File: src/rtl/redun_to_bin_if.sv
// redun_to_bin_if
//   Bundles the valid/ready handshake of redun_to_bin. The upstream input and
//   the downstream output share one bundle.
//   slave  : converter view (takes i_val/i_dat/i_rdy, drives o_rdy/o_val/o_dat/o_err)
//   master : environment view (drives i_val/i_dat/i_rdy, observes the outputs)
//   Signals:
//     i_val  input transaction valid
//     i_dat  [I_WORD-1:0][COEF_BITS-1:0] redundant-form coefficients
//     o_rdy  converter ready to accept input
//     o_val  result valid
//     o_dat  [O_BITS-1:0] binary result
//     o_err  result not fully reduced / value did not fit, qualified by o_val
//     i_rdy  downstream ready
interface redun_to_bin_if #(
  parameter int unsigned I_WORD    = 5,
  parameter int unsigned COEF_BITS = 9,
  parameter int unsigned O_BITS    = 32
);
  logic                              i_val;
  logic [I_WORD-1:0][COEF_BITS-1:0]  i_dat;
  logic                              o_rdy;
  logic                              o_val;
  logic [O_BITS-1:0]                 o_dat;
  logic                              o_err;
  logic                              i_rdy;

  modport slave (
    input  i_val, i_dat, i_rdy,
    output o_rdy, o_val, o_dat, o_err
  );

  modport master (
    output i_val, i_dat, i_rdy,
    input  o_rdy, o_val, o_dat, o_err
  );
endinterface

File: src/rtl/redun_to_bin.sv
// redun_to_bin
//   Converts one poly_mod_mult result from redundant coefficient form into a
//   fully carried binary integer. Carries ripple one word per cycle; with
//   REDUN_TO_BIN_MOD_SUB_EN defined, MODULUS is then subtracted sequentially
//   (at most MAX_SUB times) until the value is below MODULUS. Without the
//   macro the carried value is presented unreduced and o_err flags any bits
//   above the NUM_WORDS*WORD_BITS result width.
//   Ports:
//     i_clk  clock, rising edge
//     i_rst  asynchronous active-high reset
//     bus    redun_to_bin_if.slave: i_val/i_dat/o_rdy input handshake,
//            o_val/o_dat/o_err/i_rdy output handshake
//   One transaction in flight; o_rdy only in IDLE.
module redun_to_bin #(
  parameter int unsigned WORD_BITS       = 8,
  parameter int unsigned NUM_WORDS       = 4,
  parameter logic [WORD_BITS*NUM_WORDS-1:0] MODULUS = 128,
  parameter int unsigned REDUN_WORD_BITS = 1,
  parameter int          MAX_SUB         = 16,
  parameter int unsigned I_WORD          = NUM_WORDS + 1,
  parameter int unsigned COEF_BITS       = WORD_BITS + REDUN_WORD_BITS,
  parameter int unsigned VW              = I_WORD*WORD_BITS + REDUN_WORD_BITS + 1
) (
  input  logic          i_clk,
  input  logic          i_rst,
  redun_to_bin_if.slave bus
);

  localparam int unsigned OB  = NUM_WORDS * WORD_BITS;
  localparam int unsigned CRW = COEF_BITS - WORD_BITS + 1;
  localparam int unsigned KW  = (I_WORD > 1) ? $clog2(I_WORD) : 1;
  localparam logic [KW-1:0] K_LAST = KW'(I_WORD - 1);

  if (MODULUS == '0 || MAX_SUB < 0) begin : g_bad_cfg
    $error("redun_to_bin: MODULUS must be nonzero and MAX_SUB non-negative");
  end

`ifdef REDUN_TO_BIN_MOD_SUB_EN
  localparam int unsigned CW = (MAX_SUB > 0) ? $clog2(MAX_SUB + 1) : 1;
  localparam logic [CW-1:0] CNT_MAX = CW'(MAX_SUB);
  localparam logic [VW-1:0] MOD_V   = VW'(MODULUS);

  typedef enum logic [1:0] {ST_IDLE, ST_CARRY, ST_SUB, ST_DONE} state_t;
  logic [CW-1:0] cnt_q;
`else
  typedef enum logic [1:0] {ST_IDLE, ST_CARRY, ST_DONE} state_t;
`endif

  state_t                            state_q;
  logic [I_WORD-1:0][COEF_BITS-1:0]  coef_q;
  logic [VW-1:0]                     v_q;
  logic [CRW-1:0]                    carry_q;
  logic [KW-1:0]                     k_q;
  logic                              val_q;
  logic [OB-1:0]                     dat_q;
  logic                              err_q;

  logic [COEF_BITS:0]                sum;
  logic [CRW-1:0]                    carry_nxt;
  logic [VW-1:0]                     v_carry;

  // V with word k replaced by the current carry step; on the last word the
  // leftover carry also lands in the bits above the top word.
  always_comb begin
    sum       = (COEF_BITS+1)'(coef_q[k_q]) + (COEF_BITS+1)'(carry_q);
    carry_nxt = sum[COEF_BITS:WORD_BITS];
    v_carry   = v_q;
    v_carry[k_q*WORD_BITS +: WORD_BITS] = sum[WORD_BITS-1:0];
    if (k_q == K_LAST) begin
      v_carry[VW-1:I_WORD*WORD_BITS] = carry_nxt;
    end
  end

  always_ff @(posedge i_clk or posedge i_rst) begin
    if (i_rst) begin
      state_q <= ST_IDLE;
      coef_q  <= '0;
      v_q     <= '0;
      carry_q <= '0;
      k_q     <= '0;
`ifdef REDUN_TO_BIN_MOD_SUB_EN
      cnt_q   <= '0;
`endif
      val_q   <= 1'b0;
      dat_q   <= '0;
      err_q   <= 1'b0;
    end else begin
      case (state_q)
        ST_IDLE: begin
          if (bus.i_val) begin
            coef_q  <= bus.i_dat;
            v_q     <= '0;
            carry_q <= '0;
            k_q     <= '0;
`ifdef REDUN_TO_BIN_MOD_SUB_EN
            cnt_q   <= '0;
`endif
            state_q <= ST_CARRY;
          end
        end
        ST_CARRY: begin
          v_q     <= v_carry;
          carry_q <= carry_nxt;
          k_q     <= k_q + 1'b1;
          if (k_q == K_LAST) begin
`ifdef REDUN_TO_BIN_MOD_SUB_EN
            state_q <= ST_SUB;
`else
            // Result registered straight from the final carry step.
            val_q   <= 1'b1;
            dat_q   <= v_carry[OB-1:0];
            err_q   <= |v_carry[VW-1:OB];
            state_q <= ST_DONE;
`endif
          end
        end
`ifdef REDUN_TO_BIN_MOD_SUB_EN
        ST_SUB: begin
          if (v_q >= MOD_V && cnt_q != CNT_MAX) begin
            v_q   <= v_q - MOD_V;
            cnt_q <= cnt_q + 1'b1;
          end else begin
            val_q   <= 1'b1;
            dat_q   <= v_q[OB-1:0];
            err_q   <= (v_q >= MOD_V);
            state_q <= ST_DONE;
          end
        end
`endif
        ST_DONE: begin
          if (bus.i_rdy) begin
            val_q   <= 1'b0;
            state_q <= ST_IDLE;
          end
        end
        default: state_q <= ST_IDLE;
      endcase
    end
  end

  assign bus.o_rdy = (state_q == ST_IDLE) && !i_rst;
  assign bus.o_val = val_q;
  assign bus.o_dat = dat_q;
  assign bus.o_err = err_q;

endmodule

File: src/flat_wrapper.sv
// flat-port wrapper written by rule: the top's interface ports become plain ports
module redun_to_bin_flat 
#(
  parameter int unsigned WORD_BITS       = 8,
  parameter int unsigned NUM_WORDS       = 4,
  parameter logic [WORD_BITS*NUM_WORDS-1:0] MODULUS = 128,
  parameter int unsigned REDUN_WORD_BITS = 1,
  parameter int          MAX_SUB         = 16,
  parameter int unsigned I_WORD          = NUM_WORDS + 1,
  parameter int unsigned COEF_BITS       = WORD_BITS + REDUN_WORD_BITS,
  parameter int unsigned VW              = I_WORD*WORD_BITS + REDUN_WORD_BITS + 1
)
  (i_clk, i_rst, bus_i_val, bus_i_dat, bus_i_rdy, bus_o_rdy, bus_o_val, bus_o_dat, bus_o_err);
  redun_to_bin_if #(.I_WORD(I_WORD), .COEF_BITS(COEF_BITS), .O_BITS(((4) * (8)))) bus_i ();
  input  logic i_clk;
  input  logic i_rst;
  input wire logic [$bits(bus_i.i_val)-1:0] bus_i_val;
  input wire logic [$bits(bus_i.i_dat)-1:0] bus_i_dat;
  input wire logic [$bits(bus_i.i_rdy)-1:0] bus_i_rdy;
  output wire logic [$bits(bus_i.o_rdy)-1:0] bus_o_rdy;
  output wire logic [$bits(bus_i.o_val)-1:0] bus_o_val;
  output wire logic [$bits(bus_i.o_dat)-1:0] bus_o_dat;
  output wire logic [$bits(bus_i.o_err)-1:0] bus_o_err;
  assign bus_i.i_val = bus_i_val;
  assign bus_i.i_dat = bus_i_dat;
  assign bus_i.i_rdy = bus_i_rdy;
  assign bus_o_rdy = bus_i.o_rdy;
  assign bus_o_val = bus_i.o_val;
  assign bus_o_dat = bus_i.o_dat;
  assign bus_o_err = bus_i.o_err;
  redun_to_bin #(.WORD_BITS(WORD_BITS), .NUM_WORDS(NUM_WORDS), .MODULUS(MODULUS), .REDUN_WORD_BITS(REDUN_WORD_BITS), .MAX_SUB(MAX_SUB), .I_WORD(I_WORD), .COEF_BITS(COEF_BITS), .VW(VW)) u_core (.i_clk(i_clk), .i_rst(i_rst), .bus(bus_i));
endmodule
File: config.mk
export PLATFORM = sky130hd
export DESIGN_NAME = redun_to_bin_flat
export DESIGN_NICKNAME = d
export VERILOG_FILES = /design/src/rtl/redun_to_bin_if.sv /design/src/rtl/redun_to_bin.sv /design/src/flat_wrapper.sv
export SDC_FILE = /design/constraint.sdc
export NUM_CORES = 1
export LEC_CHECK = 0
export CORE_UTILIZATION = 40
export DETAILED_ROUTE_END_ITERATION = 12
export PLACE_DENSITY = 0.72
export REMOVE_ABC_BUFFERS = 1
export SLEW_MARGIN = 20
export SYNTH_ARGS = -nofsm -noshare
export SYNTH_HDL_FRONTEND = slang
export SYNTH_SLANG_ARGS = --single-unit
export TNS_END_PERCENT = 30
File: constraint.sdc
create_clock -name i_clk -period 5 [get_ports i_clk]
set_input_delay 0.5 -clock i_clk [delete_from_list [all_inputs] [get_ports i_clk]]
set_output_delay 0.5 -clock i_clk [all_outputs]
set_load 0.02 [all_outputs]
Yosys cells after proc, flatten, opt, wreduce, memory -nomap -nowiden:

Cells that the tools add are included.

* bits of input ports: 49
* output and inout bits: 35
* bits in latches: 0
* memories: 0
* register bits after elaboration: 128
* word-level logic and storage cells: 52
* bits in writable memories: 0
* memory bits (read-only): 0

* reductions and logical operators: 11
* multiplexer cells: 17
* equality and inequality tests: 6
* add/sub/neg operators: 3
* shifts and indexed selects: 2
* divide/modulo/power cells: 0
* bitwise logic cells: 0
* $lt $le $gt $ge: 1
* multipliers: 0

Operator list (count)
* 42-bit one-hot mux with 2 select lines: 1
* 42-bit bitwise mux: 1
* 42-bit 2-to-1 mux: 1
* 8-bit by 34-bit variable shift with 42-bit output (first input constant): 1
* 8-bit by 34-bit indexed part select with 42-bit output: 1
* 6-bit negation with 34-bit output: 1
* 9-bit binary-select mux with 3-bit select: 1
* 9-bit by 2-bit adder with 10-bit output: 1
* 2-bit 2-to-1 mux: 5
* 10-bit OR reduction: 1
* 9-bit 2-to-1 mux: 1
* 2-bit one-hot mux with 3 select lines: 1
* 3-bit one-hot mux with 2 select lines: 1
* 2-bit AND reduction: 3
* 3-bit AND reduction: 2
* 3-bit by 4-bit less-than comparator with 1-bit output (second input constant): 1
* 2-bit inequality test (second input constant): 2
* 2-bit one-hot mux with 2 select lines: 1
* 2-bit nonzero test: 2
* 3-bit by 1-bit adder with 3-bit output (second input constant): 1
* 3-bit equality test (second input constant): 1
* 3-bit 2-to-1 mux: 1
* 2-bit by 1-bit equality test with 1-bit output (second input constant): 1
* 2-bit equality test (second input constant): 1
* 6 further kinds: 7

Longest topological paths before layout:

* depth in word-level cells: 7
* depth in mapped cells: 14

Worst setup path before layout:

No wires, ideal clock.

* kind: register -> register
* start point: register u_core.k_q[0]
* end point: register u_core.dat_q[22] (netlist: u_core.bus.o_dat[22])
* required time: 4.877 ns
* cell stages (with the launch flop): 13
* library setup time: 0.123 ns
* data arrival time: 2.835 ns
* path slack: 2.042 ns
* cells stage by stage: dfrtp_1 > buf_6 > clkbuf_1 > mux2i_1 > o22ai_1 > ha_1 > fa_1 > o21ai_0 > or4_4 > and3_1 > buf_6 > a221oi_2 > nor2_1

* word-level cells in the longest chain between the ends: 5
* elaborated cells between the ends (all ways): 9
* classes of those cells: add/sub: 2; eq/ne: 1; shift: 2; mux: 3; reduce/logical: 1

Ends and longest elaborated chain
* from (decl): RTL line redun_to_bin.sv:53 `logic [KW-1:0] k_q;`
* from (signal assigned): RTL line redun_to_bin.sv:104 `k_q <= k_q + 1'b1;`
* 9-bit binary-select mux with 3-bit select: RTL line redun_to_bin.sv:65 `sum = (COEF_BITS+1)'(coef_q[k_q]) + (COEF_BITS+1)'(carry_q);`
* 9-bit 2-to-1 mux (not written as such): RTL line redun_to_bin.sv:65
* 9-bit by 2-bit adder with 10-bit output: RTL line redun_to_bin.sv:65
* 8-bit by 34-bit indexed part select with 42-bit output: RTL line redun_to_bin.sv:68 `v_carry[k_q*WORD_BITS +: WORD_BITS] = sum[WORD_BITS-1:0];`
* 42-bit bitwise mux: RTL line redun_to_bin.sv:68
* to (signal assigned): RTL line redun_to_bin.sv:111 `dat_q <= v_carry[OB-1:0];`
* to (decl): RTL line redun_to_bin.sv:55 `logic [OB-1:0] dat_q;`

Several ways; a longest one is shown, not always the timed one. The select of a mux whose other input is x is not followed.
A chain may end at the register's enable or synchronous reset.

Worst setup path after layout:

* start point: register u_core.k_q[1]
* end point: register u_core.v_q[9]

* word-level cells in the longest chain between the ends: 6
* elaborated cells between the ends (all ways): 8
* classes of those cells: add/sub: 2; shift: 2; mux: 4

Ends and longest elaborated chain
* 9-bit binary-select mux with 3-bit select: RTL line redun_to_bin.sv:65
* 9-bit 2-to-1 mux (not written as such): RTL line redun_to_bin.sv:65
* 9-bit by 2-bit adder with 10-bit output: RTL line redun_to_bin.sv:65
* 8-bit by 34-bit indexed part select with 42-bit output: RTL line redun_to_bin.sv:68
* 42-bit bitwise mux (*): RTL line redun_to_bin.sv:68
* 42-bit one-hot mux with 2 select lines (*): RTL line redun_to_bin.sv:88 `case (state_q)`
* to (signal assigned): RTL line redun_to_bin.sv:102 `v_q <= v_carry;`
* to (decl): RTL line redun_to_bin.sv:51 `logic [VW-1:0] v_q;`

Every way passes the cells marked *; elsewhere a longest branch is shown, timed or not. The select of a mux whose other input is x is not followed.

==> results.cfg <==
[power]
swShare_pct = 40.7
worst_ir_drop_vdd_mv = 0.294
p_int_w = 0.00290
power_frac_seq_pct = 34.2
clockPowerShare_pct = 25.1
powerDensity_mw_per_mm2 = 651
leakage_nw = 3.39
comb_power_share_pct = 40.7
power.switching_w = 0.00199

[cts]
numCtsBuffers = 17
clock_sinks = 127
cts_root_buffer = clkbuf_16
clk_pin_slew_worst_paths_ns = 0.06
clock_latency_ns = 0.42
postCtsHoldBufs = 0
cts_resized = 0
post_cts_buffers = 0
cts_tree = yes
cts.path.max_buffers = 2
cts-htree-levels = 4

[timing]
finalHoldViolations = 0
rsz0062_at_grt = false
fin_tns_setup_ns = 0
slew_violations = 0
period_minus_slack_ns = 3.97
fin_skew_ns = 0.0101
min_period_over_period_pct = 79.3
fmax_mhz = 252
tightest_slew_ns = 1.13
final-setup-viol-count = 0
max_slew_margin_pct = 24.6

[drt]
wl_met3_um = 773
viasPerCell = 5.33
drcViolationCount = 0
via_count = 4788
dr.pass1.iters = 5
wirelength_met1_um = 6470
top_layer = met4
drtAntennaViolNets = 0
routedWlPerCell_um = 15.8
drt-initial-drc-count = 343
wl_um = 14200
wl_met2_um = 6700

[die]
rows = 44
dieArea_sq_mm = 0.0155
die_x_um = 124
core_area_sq_mm = 0.0146
die_h_um = 124
ios = 84
initial_core_util_pct = 41.1

[placed_design]
place.port_buffers = 83
place.gp.congestion = 0.868
post-dp-hpwl_um = 9700

[layout]
nets = 761
finish.utilization_pct = 51.6
final_layout_size_suffix_gt1_share_pct = 7.41
filler_cell_count = 1324
area_delta_synth_final_pct = 25.5
n_antenna_cell = 0

[worst_setup_path]
slowest_stage = dfrtp_1
path_delay_family = simple AND/OR/NAND/NOR gates
slowest_delay_ns = 1.08
rr_worst_depth = 7
required_ns = 5.36
startpoint_type = flop
r2r_start = u_core.k_q[1]
crit_path_max_fanout = 26
rr_endpoint = u_core.v_q[9]
critPathArrivalTime_ns = 4.32
critPathBufInv = 1
r2r_slack_ns = 1.03
cp_cell_sequence = inv_1 > ha_1 > ha_1 > nor2b_1 > nand2_1 > nor3_1 > a22o_1
critPathKind = reg2reg
crit_top_cell = ha_1
critPathCaptureType = flop

[yosys]
yosys_warnings = 0
synthArstFlopShare_pct = 100
synth_ff_type = dfrtp_1
ys_seq_area_share_pct = 53.0
synth_edf_count = 0
synth_cells = 635
synth_cell_types = 55
synth-seq-cells = 127
avgSynthCellArea_sq_um = 9.44
netlist_area_sq_mm = 0.00600

[worst_hold_path]
hp-class = reg2reg
hold_path.startpoint = u_core.coef_q[32]
holdPathEnd = u_core.coef_q[32]
hold_depth = 2

[grt]
antenna_found_initial = 0
grt.total_usage_pct = 19.2
overflow = 0
first_global_vias = 4754
grt_pass1_wl_um = 23700
grt_max_degree = 94

[job]
cap_violations = 0

[outcome]
outcome = complete, no violations
[flip-flops by register name, indices dropped and copies added, names as in the netlist]
signal / cells
u_core.bus.o_dat: 32
u_core.bus.o_err: 1
u_core.bus.o_val: 1
u_core.carry_q: 2
u_core.coef_q: 45
u_core.k_q: 3
u_core.state_q: 2
u_core.v_q: 41
[metrics by stage]
step	setup WS (ns)	hold WS (ns)	instances	cell area, sq um	power [W]
final	1.03	0.471	899	7520	0.00490
after detailed placement	1.14	0.463	867	6920	0.00367
after global routing	0.695	0.487	899	7520	0.00523
after global placement	1.33	0.456	867	6920	0.00361
after CTS	1.10	0.475	899	7510	0.00492
after floorplan	1.12	0.437	597	5820	0.00296
[per-layer routing]
metal,global-route usage (%),vias to the layer above
met3,4.94,20
met4,7.09,0
li1,-,2336
met1,25.4,2280
met5,0,-
met2,30.2,152
[area by class of cell]
cell class / instances / area (sq um) / share of cell area (%)
multi-input combinational: 462 / 2630 / 35.0
timing repair buffer: 86 / 853 / 11.3
clock inverter: 8 / 105 / 1.40
sequential: 127 / 3180 / 42.2
inverter: 8 / 35.0 / 0.466
clock buffer: 24 / 492 / 6.53
tap: 184 / 230 / 3.06
[Yosys cell counts, types with 5 or more instances]
| library cell | n | area (sq um) |
|---|---|---|
| o31ai_1 | 6 | 45.0 |
| clkbuf_1 | 26 | 97.6 |
| o21ai_0 | 20 | 100 |
| nor3_1 | 10 | 50.1 |
| inv_1 | 7 | 26.3 |
| dfrtp_1 | 127 | 3180 |
| a31oi_1 | 8 | 50.1 |
| a22oi_1 | 13 | 97.6 |
| a21oi_1 | 15 | 75.1 |
| o31a_1 | 6 | 52.6 |
| a22o_1 | 26 | 228 |
| mux2i_1 | 19 | 190 |
| o22ai_1 | 8 | 50.1 |
| nor2b_1 | 5 | 31.3 |
| xnor2_1 | 6 | 52.6 |
| o21ai_1 | 32 | 160 |
| ha_1 | 9 | 113 |
| nand2_1 | 188 | 706 |
| nand3_1 | 15 | 75.1 |
| nor2_1 | 31 | 116 |
[power by group through the flow]
stage                     Sequential, W  Clock (W)  Combinational (W)
after global placement          0.00167          0            0.00193
after CTS                       0.00168    0.00125            0.00199
after floorplan                 0.00171          0            0.00125
after detailed placement        0.00169          0            0.00198
after global routing            0.00173    0.00129            0.00221
final                           0.00168    0.00123            0.00199
[worst reg2reg max path, cell delays in order, from the launching register on]
cell and delay, ns:
dfrtp_1 1.08, inv_1 0.28, ha_1 0.31, ha_1 0.36, nor2b_1 0.41, nand2_1 0.37, nor3_1 0.84, a22o_1 0.26
[cell usage in the layout, fill, tap and decap left out, drive strengths merged, types with 3 or more instances in the layout]
master,synthesis,final
o31a,6,6
mux2,3,3
and3,3,3
a221oi,3,3
a22o,26,26
and2,3,3
clkinvlp,0,3
a21oi,17,17
o22ai,9,9
mux2i,19,19
nand3,15,15
nand2,189,189
a31oi,8,8
nor3,11,11
clkinv,0,3
buf,12,3
dfrtp,127,127
xnor2,7,7
clkbuf,26,24
o31ai,6,6
inv,8,8
o21ai,52,52
nor2b,5,5
ha,9,9
nor2,31,31
clkdlybuf4s50,0,83
a22oi,13,13
nand4,3,3
[how the worst max path moves through the flow]
stage,start,to,slack (ns),cells after the start
floorplan,i_rst,u_core.bus.o_dat[0],1.12,1
global placement,u_core.k_q[1],u_core.v_q[9],1.33,7
detailed placement,u_core.k_q[1],u_core.v_q[8],1.14,7
CTS,u_core.k_q[1],u_core.v_q[9],1.10,7
global route,u_core.k_q[1],u_core.v_q[8],0.70,7
finish,u_core.k_q[1],u_core.v_q[9],1.03,7
[cell families (layout without fill, tap and decap cells)]
family / Yosys count / after routing / share of synthesized area, %
AO/OA/AOI/OAI: 146 / 146 / 16.6
XOR/XNOR: 8 / 8 / 1.29
adder cells (fa/ha/maj): 10 / 10 / 2.21
buffers and inverters: 46 / 126 / 3.40
flip-flops: 127 / 127 / 53.0
multiplexers: 22 / 22 / 3.73
AND/OR/NAND/NOR: 276 / 276 / 19.8
Power figures use the tool's default switching activity.
